===== config.mk =====
export PLATFORM = sky130hd
export DESIGN_NAME = upstream_order_sequencer
export DESIGN_NICKNAME = d
export VERILOG_FILES = /design/src/rtl/upstream_order_sequencer.sv
export SDC_FILE = /design/constraint.sdc
export NUM_CORES = 1
export LEC_CHECK = 0
export BUFFER_PORTS_ARGS = -buffer_cell sky130_fd_sc_hd__buf_2
export CAP_MARGIN = 5
export CORE_MARGIN = 10
export CORE_UTILIZATION = 40
export DETAILED_ROUTE_END_ITERATION = 16
export PLACE_DENSITY = 0.65
export SYNTH_ARGS = -nofsm -noshare
export SYNTH_HDL_FRONTEND = slang
export SYNTH_SLANG_ARGS = --single-unit

===== constraint.sdc =====
create_clock -name clk -period 3.7 [get_ports clk]
set_clock_uncertainty 0.1 [all_clocks]
set_input_delay 0.185 -clock clk [delete_from_list [all_inputs] [get_ports clk]]
set_output_delay 0.185 -clock clk [all_outputs]
set_load 0.02 [all_outputs]

===== src/rtl/upstream_order_sequencer.sv =====
`default_nettype none
// ============================================================================
// Module   : upstream_order_sequencer
// Purpose  : Queues incoming orders and sequences risk check, memory write and
//            risk-maximum updates through a one-hot control FSM.
// Revision : 1.0 - initial release
// ============================================================================
module upstream_order_sequencer #(
  parameter int ID_W         = 8,
  parameter int DEPTH        = 4,
  parameter int RISK_TIMEOUT = 15
) (
  input  logic                     clk,
  input  logic                     HRESET,
  input  logic                     new_order,
  input  logic [ID_W-1:0]          order_id,
  input  logic                     new_max,
  input  logic                     risk_ok,
  input  logic                     risk_fail,
  input  logic                     memwr,
  output logic                     check_risk,
  output logic [ID_W-1:0]          risk_id,
  output logic                     send_order,
  output logic [ID_W-1:0]          send_id,
  output logic                     update_max,
  output logic                     order_sent,
  output logic                     order_rejected,
  output logic                     drop,
  output logic [$clog2(DEPTH):0]   q_count
);

  localparam int AW = $clog2(DEPTH);
  localparam int TW = $clog2(RISK_TIMEOUT + 1);
  localparam logic [AW:0]   C_DEPTH   = (AW+1)'(DEPTH);
  localparam logic [TW-1:0] C_TIMEOUT = TW'(RISK_TIMEOUT);

  typedef enum logic [3:0] {
    S_IDLE      = 4'b0001,
    S_RISKCHECK = 4'b0010,
    S_SENDORDER = 4'b0100,
    S_NEWMAX    = 4'b1000
  } state_t;

  state_t          r_state;
  state_t          w_next_state;
  logic [ID_W-1:0] r_mem [DEPTH];
  logic [AW-1:0]   r_wr_ptr;
  logic [AW-1:0]   r_rd_ptr;
  logic [AW:0]     r_count;
  logic [ID_W-1:0] r_cur_id;
  logic            r_max_pend;
  logic [TW-1:0]   r_timer;
  logic            r_order_sent;
  logic            r_order_rejected;
  logic            r_drop;

  logic            w_dispatch;
  logic            w_pop;
  logic            w_push;
  logic            w_sent;
  logic            w_rejected;
  logic            w_enter_max;

  always_comb begin
    w_next_state = r_state;
    w_dispatch   = 1'b0;
    w_sent       = 1'b0;
    w_rejected   = 1'b0;
    w_pop        = 1'b0;
    w_enter_max  = 1'b0;
    case (r_state)
      S_IDLE: w_dispatch = 1'b1;
      S_RISKCHECK: begin
        // A simultaneous ok/fail verdict is treated as a failure.
        if (risk_fail) begin
          w_rejected = 1'b1;
          w_dispatch = 1'b1;
        end else if (risk_ok) begin
          w_next_state = S_SENDORDER;
        end else if (r_timer == C_TIMEOUT) begin
          w_rejected = 1'b1;
          w_dispatch = 1'b1;
        end
      end
      S_SENDORDER: begin
        if (memwr) begin
          w_sent     = 1'b1;
          w_dispatch = 1'b1;
        end
      end
      S_NEWMAX: begin
        if (memwr) w_dispatch = 1'b1;
      end
      default: w_next_state = S_IDLE;
    endcase

    if (w_dispatch) begin
      if (r_max_pend) begin
        w_next_state = S_NEWMAX;
        w_enter_max  = 1'b1;
      end else if (r_count != '0) begin
        w_next_state = S_RISKCHECK;
        w_pop        = 1'b1;
      end else begin
        w_next_state = S_IDLE;
      end
    end
  end

  // A full FIFO still accepts an order when the head leaves on the same edge.
  assign w_push = new_order && ((r_count != C_DEPTH) || w_pop);

  always_ff @(posedge clk) begin
    if (HRESET) begin
      r_state          <= S_IDLE;
      r_wr_ptr         <= '0;
      r_rd_ptr         <= '0;
      r_count          <= '0;
      r_cur_id         <= '0;
      r_max_pend       <= 1'b0;
      r_timer          <= '0;
      r_order_sent     <= 1'b0;
      r_order_rejected <= 1'b0;
      r_drop           <= 1'b0;
    end else begin
      r_state          <= w_next_state;
      r_order_sent     <= w_sent;
      r_order_rejected <= w_rejected;
      r_drop           <= new_order && !w_push;
      r_max_pend       <= new_max | (r_max_pend & ~w_enter_max);
      r_count          <= r_count + (AW+1)'(w_push) - (AW+1)'(w_pop);
      if (w_push) r_wr_ptr <= r_wr_ptr + AW'(1);
      if (w_pop) begin
        r_cur_id <= r_mem[r_rd_ptr];
        r_rd_ptr <= r_rd_ptr + AW'(1);
      end
      if (w_pop)
        r_timer <= TW'(1);
      else if (r_state == S_RISKCHECK && w_next_state == S_RISKCHECK)
        r_timer <= r_timer + TW'(1);
      else
        r_timer <= '0;
    end
  end

  always_ff @(posedge clk) begin
    if (!HRESET && w_push) r_mem[r_wr_ptr] <= order_id;
  end

  assign check_risk     = (r_state == S_RISKCHECK);
  assign send_order     = (r_state == S_SENDORDER);
  assign update_max     = (r_state == S_NEWMAX);
  assign risk_id        = check_risk ? r_cur_id : '0;
  assign send_id        = send_order ? r_cur_id : '0;
  assign order_sent     = r_order_sent;
  assign order_rejected = r_order_rejected;
  assign drop           = r_drop;
  assign q_count        = r_count;

endmodule
`default_nettype wire


# --- Word level (Yosys, flattened, before mapping) ---
# Memories as Yosys holds them, arrays and structs flattened. A register that Yosys moved wholly into a read port is not among the register bits.
# Index checks and enable logic that the tools add are counted.
op_classes:
  eq_ne: 7
  addsub: 5
  reduce_logical: 13
  muxes: 22
  n_lt_le_gt_ge: 0
  bitwise_logic: 6
  shifts: 0
  mul: 0
  div_mod_pow: 0
ops:
  columns: ["operator", "n"]
  rows:
  - ["4-bit two-way mux", 4]
  - ["8-bit two-way mux", 2]
  - ["1-bit two-way mux", 13]
  - ["4-bit by 2-bit == test with 1-bit output, second input constant", 2]
  - ["4-bit == test, second input constant", 2]
  - ["4-bit one-hot mux with 2 select lines", 1]
  - ["2-bit OR reduction", 3]
  - ["3-bit OR reduction", 2]
  - ["2-bit by 1-bit adder with 2-bit output, second input constant", 2]
  - ["4-bit by 1-bit adder with 4-bit output, second input constant", 1]
  - ["4-bit by 1-bit == test with 1-bit output, second input constant", 1]
  - ["4-bit by 3-bit == test with 1-bit output, second input constant", 1]
  - ["1-bit logical AND", 4]
  - ["1-bit NOT", 4]
  - ["3-bit by 1-bit adder with 3-bit output", 1]
  - ["3-bit != test, second input constant", 1]
  - ["1-bit one-hot mux with 3 select lines", 1]
  - ["3-bit nonzero test", 1]
  - ["3-bit by 1-bit subtractor with 3-bit output", 1]
  - ["1-bit zero test", 2]
  - ["2-bit two-way mux", 1]
  - ["1-bit AND", 1]
  - ["1-bit logical OR", 1]
  - ["1-bit OR", 1]
totals:
  mem_bits_ro: 0
  regBits: 19
  out_inout_bits: 25
  memories: 1
  mem_bits_rw: 32
  elab_cells: 64
  in_bits: 15
  latchBits: 0
memory_table:
  columns: ["name", "depth", "width", "rd", "rd_ports_with_merged_regs", "write_ports", "line", "text"]
  rows:
  - ["r_mem", 4, 8, 1, 1, 1, "46", "logic [ID_W-1:0] r_mem [DEPTH];"]

# --- Longest topological paths before layout ---
# Gate-level depths: netlist of the first run.
depth:
  ltp_word: 11
  mapped_depth: 13

# --- Worst setup path before layout of the first run ---
# Ideal clock, no wire load.
synth_path:
  path_kind: "register -> register"
  from: "reg r_state[1]"
  to: "reg r_count[2], in the netlist q_count[2]"
  stages_incl_launch_ff: 12
  t_required_ns: 3.472
  period_less_slack_ns: 2.938
  t_arrival_ns: 2.710
  setup_slack_ns: 0.762
  path_buffers: 0
  path_cell_list: "dfxtp_1 inv_2 or4_4 o311ai_2 nand2_2 ha_1 inv_1 ha_1 fa_1 xnor2_1 xnor2_1 nor2_1"
synth_via:
  elab_chain_len: 8
  elab_cells_between_ends: 11
synth_lines:
  columns: ["element", "line", "text"]
  rows:
  - ["start: declaration", "44", "state_t r_state;"]
  - ["start signal: assignment", "126", "r_state <= w_next_state;"]
  - ["4-bit by 3-bit == test with 1-bit output or 4-bit == test (tied branches)", "71", "case (r_state)"]
  - ["2-bit OR reduction (no line)", null, null]
  - ["1-bit one-hot mux with 3 select lines *", "71", null]
  - ["1-bit two-way mux *", "97", "if (w_dispatch) begin"]
  - ["1-bit logical OR", "111", "assign w_push = new_order && ((r_count != C_DEPTH) || w_pop);"]
  - ["1-bit logical AND", "111", null]
  - ["3-bit by 1-bit adder with 3-bit output", "131", "r_count <= r_count + (AW+1)'(w_push) - (AW+1)'(w_pop);"]
  - ["3-bit by 1-bit subtractor with 3-bit output *", "131", null]
  - ["end signal: assignment", "131", null]
  - ["end: declaration", "49", "logic [AW:0] r_count;"]
# Mark *: on every way between the ends. The rest lies on a longest branch, timed or not.
# A chain may end at the register's enable or synchronous reset.

# --- Worst setup path after layout of the first run ---
# Same ends and word-level chain as after synthesis.

==> results by group, run 1 <==
Setup path
  – Slowest stage cell, crit path: o311ai_2
  – CP Class: register to register
  – CP Depth: 11
  – Crit path launch type: register
  – Crit path launch: r_state[1]
  – R2R cell count: 11
  – Crit path to: q_count[2]
  – R2r setup slk: around 0.53 ns
  – Worst-path cell chain: inv_2, or4_4, o311ai_2, nand2_2, ha_1, inv_1, ha_1, fa_1, xnor2_1, xnor2_1, nor2_1
  – Critical path arrival: roughly 3.3 ns
  – CP bufs+invs: 2
  – Slowest stage delay, CP: about 0.56 ns
  – Crit end category: register
  – CP Max Fanout: 8
  – FF-to-FF Start: r_state[1]
  – CP delay by family, top: adder cells
  – Worst R2R End: q_count[2]
  – CP Data Required Time: ~3.8 ns

Logic synthesis
  – Post-synthesis sequential area ratio: 58.9%
  – Most common cell in the netlist: edfxtp_1
  – Top-area cell type share of the netlist area: a little under two fifths
  – Register bit total from synthesis: just under 60
  – Main synth FF type: edfxtp_1
  – Post-synth EDFFs: 32
  – Mapped Nets: about 220
  – Synth area leaders: edfxtp_1 38%, dfxtp_1 21%, mux4_2 7.1%
  – Cell variety after synth: 42
  – Avg Cell Area, Syn: 13.2 sq um
  – Commonest cells in the netlist: 32 x edfxtp_1, 27 x dfxtp_1, 22 x nor2_1
  – Post-Syn Instances: 193
  – Synthesis warning total: 0
  – Mapped cell area: 2550 sq um
  – Asr flop ratio synth: 0%
  – Dominant cell type by area after synthesis: edfxtp_1

Detailed routing
  – Detail Route Antenna Nets: 0
  – Routed WL: ~4800 um
  – WL/cell: ~15 um
  – First DRT Iteration DRCs: 46
  – Vias: about 1600
  – Vias per Instance: 4.95
  – Residual DRC: 0
  – Drt first pass iters: 4

Global routing
  – Vias in the first global route: 1642
  – Gr busiest metal: met2
  – GR Layer Usage met2: between 15 and 20%
  – Aggregate global-route resource usage: 10.3%
  – Met3 Use GR: approximately 3.6%
  – Overflow after GRT: 0
  – Largest net degree at the start of global routing: 28
  – Global-route wire length before repair: 8100 um
  – Met1 Usage GRT: 12.8%
  – Initial antenna violation count: 0

STA
  – Worst slew pin tran: around 0.64 ns
  – Pins over their slew limit: 0
  – Tmin final: about 3.2 ns
  – Hold WS: 0.0262 ns
  – Setup ws final: between 0.5 and 0.6 ns
  – Crit share post-route: around 86%
  – Fin Setup TNS: 0 ns
  – RSZ-0062 raised after global routing: false
  – Final hold vios: 0
  – Max_slew headroom: between 50% and 60%
  – Max Clk Rate: 0.315 GHz
  – Final setup vio count: 0

Flow run
  – Max cap viols: 0

CTS
  – Clk Latency, worst-skew pair: around 0.34 ns
  – # Post-CTS Setup Buffers: 0
  – Reg clk slew, reported paths: roughly 0.070 ns
  – H-tree Lvls: 3
  – CTS max path bufs: 2
  – CTS tree: done
  – Clk root buf: clkbuf_8
  – Num CTS Buffers: 9
  – CTS resizes: 0
  – CTS Sinks: between 50 and 60

Placement
  – Placement Cell Area: between 2000 and 3000 sq um
  – Dpl hpwl: 3420 um
  – Port bufs: 39
  – Place WS: ~0.54 ns
  – Routability Congestion: between 0.7 and 0.8

Layout
  – Fillcell total: around 550
  – Area growth from synthesis to layout: 22.2%
  – Post-route cell area: slightly above 3000 sq um
  – Post-layout net count: 269
  – N_diodes: 0
  – Share of cells above drive strength 1: 29.9%

Floorplan
  – Io pins: 40
  – Die X: about 100 um
  – Total core area: between 6000 and 7000 sq um
  – Die extent in y: around 100 um
  – Starting density of the core: about 41%
  – Die area: 9960 sq um
  – Row count: 29

Power and ir drop
  – Peak supply drop: between 200 and 300 uV
  – Leakage: ~1.2 nW
  – Power per cell area: approximately 600 nW/um^2

Min path
  – Hold Path Origin: memwr
  – Min-delay worst type: primary input to register

Status
  – Outcome: finished clean
## area by class of cell
| cell class | instances | area (sq um) | area share, % |
|---|---|---|---|
| inverter | 7 | 27.5 | 0.885 |
| multi-input combinational | 119 | 980 | 31.5 |
| clock inverter | 7 | 82.6 | 2.65 |
| tap | 77 | 96.3 | 3.10 |
| clock buffer | 9 | 124 | 3.98 |
| timing repair buffer | 50 | 300 | 9.65 |
| sequential | 59 | 1500 | 48.3 |
## through the flow
| stage | util (%) | total power, mW | instances |
|---|---|---|---|
| 2_1_floorplan | - | 1.22 | 193 |
| 3_3_place_gp | 44.8 | 1.31 | 303 |
| 3_5_place_dp | 44.8 | 1.32 | 303 |
| 4_1_cts | 49.6 | 1.93 | 328 |
| 5_1_grt | 49.6 | 2.03 | 328 |
| 6_report | 49.6 | 1.90 | 328 |
## layout by cell type (no fill, tap or decap), types with 7 or more instances in the layout
master | Yosys | routed
mux2i_1 | 9 | 9
buf_2 | 1 | 39
edfxtp_1 | 32 | 32
dlygate4sd3_1 | 0 | 9
nor2_1 | 22 | 22
clkbuf_8 | 0 | 9
and2_1 | 17 | 17
mux4_2 | 8 | 8
dfxtp_1 | 27 | 27
ha_1 | 7 | 7
## worst register-to-register path, delay by kind of cell (launching register included)
family	cells	cell delay, ns
compound gates	1	0.56
xor+xnor	2	0.30
fa+ha+maj	3	0.84
buf+inv	2	0.10
flops	1	0.44
simple gates	3	0.71
## metal layers
layer,vias to the layer above,part of all wire (%)
li1,802,-
met1,770,47
met2,42,44
met3,8,6.9
met4,0,1.8
met5,-,0
## worst min path at each step
stage,endpoint,slack [ns],depth (start not counted)
after detailed placement,r_mem[3][4],0.30,1
after global routing,order_sent,0.03,2
after CTS,order_sent,0.01,2
after floorplan,r_mem[0][0],0.18,0
final,order_sent,0.03,2
after global placement,r_mem[1][4],0.30,1
## logic make-up (layout without fill, tap and decap cells)
| kind of cell | count (synthesis) | in the layout | synth area share [%] |
|---|---|---|---|
| and+or+nand+nor | 70 | 70 | 15.6 |
| adders and majority gates | 8 | 8 | 4.22 |
| AOI/OAI and AO/OA | 17 | 17 | 5.35 |
| muxes | 18 | 18 | 11.2 |
| xor gates and xnor gates | 6 | 6 | 2.06 |
| buffers and inverters | 15 | 73 | 2.60 |
| DFF | 59 | 59 | 58.9 |
## repair_timing
action                     CTS  global route
hold buffers                 9             0
hold endpoints to repair    33             0
setup endpoints to repair    0             0
## sequential cells by signal (all words and copies together) (netlist names)
signal	flops
drop	1
order_rejected	1
order_sent	1
q_count	3
r_cur_id	8
r_max_pend	1
r_mem	32
r_rd_ptr	2
r_state	4
r_timer	4
r_wr_ptr	2
## power breakdown
group | total, mW | leakage, nW | switching [mW] | internal, mW
sequential | 0.863 | 0.511 | 0.0881 | 0.775
clock | 0.599 | 0.105 | 0.277 | 0.322
combinational | 0.441 | 0.627 | 0.219 | 0.222
total | 1.90 | 1.24 | 0.584 | 1.32
Note: power is estimated with default switching activity, not from simulation.
==> inputs of run 2 (changes only) <==
Settings changed: PLACE_DENSITY 0.65 to default, PLACE_DENSITY_LB_ADDON from default to 0.2.
Clock period 3.7 ns to 3.9 ns, I/O delays scaled along.
==> results by group, run 2 (same netlist as run 1, synthesis figures left out) <==
STA
  – Tmin final: approximately 3.2 ns
  – RSZ-0062 raised after global routing: false
  – Crit share post-route: ~81%
  – Final setup vio count: 0
  – Max Clk Rate: between 0.3 and 0.4 GHz
  – Pins over their slew limit: 0
  – Fin Setup TNS: 0 ns
  – Final hold vios: 0
  – Max_slew headroom: ~57%
  – Worst slew pin tran: approximately 0.64 ns

Layout
  – Fin cells: about 330
  – Most flop-heavy register: r_mem
  – Post-layout net count: 269
  – Commonest non-fill, non-tap cell in the layout: buf_2
  – Post-route cell area: approximately 3000 sq um
  – Area growth from synthesis to layout: 21.0%
  – N_diodes: 0
  – Largest register FFs: 32
  – Sequential Area: about 1500 sq um
  – Most frequent cells in the layout: 39 x buf_2, 32 x edfxtp_1, 27 x dfxtp_1
  – Largest registers: r_mem x32, r_cur_id x8
  – Share of cells above drive strength 1: 29.5%
  – Footprint of the multi-input gates: ~980 sq um
  – Fillcell total: ~580

Setup path
  – CP Data Required Time: ~4 ns
  – CP Max Fanout: 8
  – Critical path arrival: approximately 3.3 ns
  – Crit path launch: r_state[1]
  – CP Class: register to register
  – Slowest stage delay, CP: roughly 0.55 ns
  – FF-to-FF Start: r_state[1]
  – Worst-path cell chain: inv_2, or4_4, o311ai_2, nand2_2, ha_1, inv_1, ha_1, fa_1, xnor2_1, xnor2_1, nor2_1
  – Slowest stage cell, crit path: o311ai_2
  – Crit end category: register
  – Crit path launch type: register

Power and ir drop
  – Peak supply drop: ~300 uV
  – Int Power: 1.18 mW
  – Power per cell area: about 560 nW/um^2
  – Sw Pwr: ~0.56 mW
  – Logic pwr share: roughly a quarter
  – Leakage: about 1.2 nW
  – Flop pwr share: between 40% and 50%
  – Sw frac: around a third
  – Clock power share: ~28%

Placement
  – Placement Cell Area: 2820 sq um
  – DP Cell Count: roughly 300
  – Port bufs: 39
  – Dpl hpwl: around 3500 um
  – Routability Congestion: around 0.76

CTS
  – Reg clk slew, reported paths: ~0.070 ns
  – CTS Sinks: 59
  – CTS max path bufs: 2
  – Clk root buf: clkbuf_8
  – Num CTS Buffers: 9
  – Clk Latency, worst-skew pair: 0.33 ns
  – CTS tree: done
  – CTS resizes: 0
  – H-tree Lvls: 3

Global routing
  – Initial antenna violation count: 0
  – Overflow after GRT: 0
  – Vias in the first global route: around 1600
  – Largest net degree at the start of global routing: 28
  – Global-route wire length before repair: about 8300 um
  – Aggregate global-route resource usage: 10.7%

Detailed routing
  – First DRT Iteration DRCs: 25
  – Detail Route Antenna Nets: 0
  – Drt first pass iters: 4
  – Vias per Instance: roughly 4.8
  – Routed WL: 4990 um
  – WL/cell: 15.2 um
  – Vias: 1579
  – Residual DRC: 0

Floorplan
  – Row count: 29
  – Total core area: around 6300 sq um
  – Die X: between 90 and 100 um
  – Io pins: 40
  – Die extent in y: ~100 um
  – Die area: ~10000 sq um
  – Starting density of the core: roughly 41%

Flow run
  – Max cap viols: 0

Min path
  – Min-delay worst type: primary input to register
  – Hold Path Origin: memwr

Status
  – Outcome: finished clean
==> run 2: stage by stage <==
stage	utilization [%]	setup slack, ns	power, mW	hold slack (ns)
2_1_floorplan	-	0.962	1.15	0.194
3_3_place_gp	44.8	0.797	1.25	0.297
3_5_place_dp	44.8	0.714	1.26	0.310
4_1_cts	49.1	0.691	1.77	0.0142
5_1_grt	49.1	0.482	1.85	0.0589
6_report	49.1	0.726	1.74	0.0308
==> run 2: cell type report <==
| class | instances | area share (%) |
|---|---|---|
| Clock buffer | 9 | 4.02 |
| Tap cell | 77 | 3.13 |
| Timing Repair Buffer | 50 | 9.74 |
| Sequential cell | 59 | 48.7 |
| Multi-Input combinational cell | 119 | 31.8 |
| Clock inverter | 7 | 1.71 |
| Inverter | 7 | 0.893 |
==> run 2: timing repair <==
item                                   CTS  global route
endpoints found under the hold margin   33             0
setup endpoints to repair                0             0
setup buffers                            0             0
hold buffers                             9             0
==> run 2: power by group through the flow <==
stage          clock [mW]  sequential [mW]  combinational [mW]
6_report            0.494            0.820               0.426
5_1_grt             0.539            0.836               0.477
4_1_cts             0.512            0.820               0.435
3_5_place_dp            0            0.833               0.427
3_3_place_gp            0            0.833               0.415
2_1_floorplan           0            0.809               0.345
==> run 2: per-layer routing <==
| layer | vias to the layer above | track usage, % | share of wire (%) |
|---|---|---|---|
| li1 | 803 | - | - |
| met1 | 739 | 12.5 | 45 |
| met2 | 30 | 16.9 | 49 |
| met3 | 7 | 3.71 | 5.2 |
| met4 | 0 | 5.62 | 1.1 |
| met5 | - | 0 | 0 |
==> run 2: path summary, 6_finish.rpt <==
kind / endpoint / slack [ns] / cells past startpoint
worst max register to register: q_count[2] / 0.73 / 11
worst max-delay path: q_count[2] / 0.73 / 11
worst min register to register: r_timer[3] / 0.42 / 2
worst min-delay path: order_sent / 0.03 / 2
==> run 2: worst max-delay path: cells and delay by family (launching register included) <==
kind	cells	cell delay, ns
compound gates	1	0.55
simple gates	3	0.71
buf+inv	2	0.09
xor+xnor	2	0.31
flops	1	0.44
fa+ha+maj	3	0.86
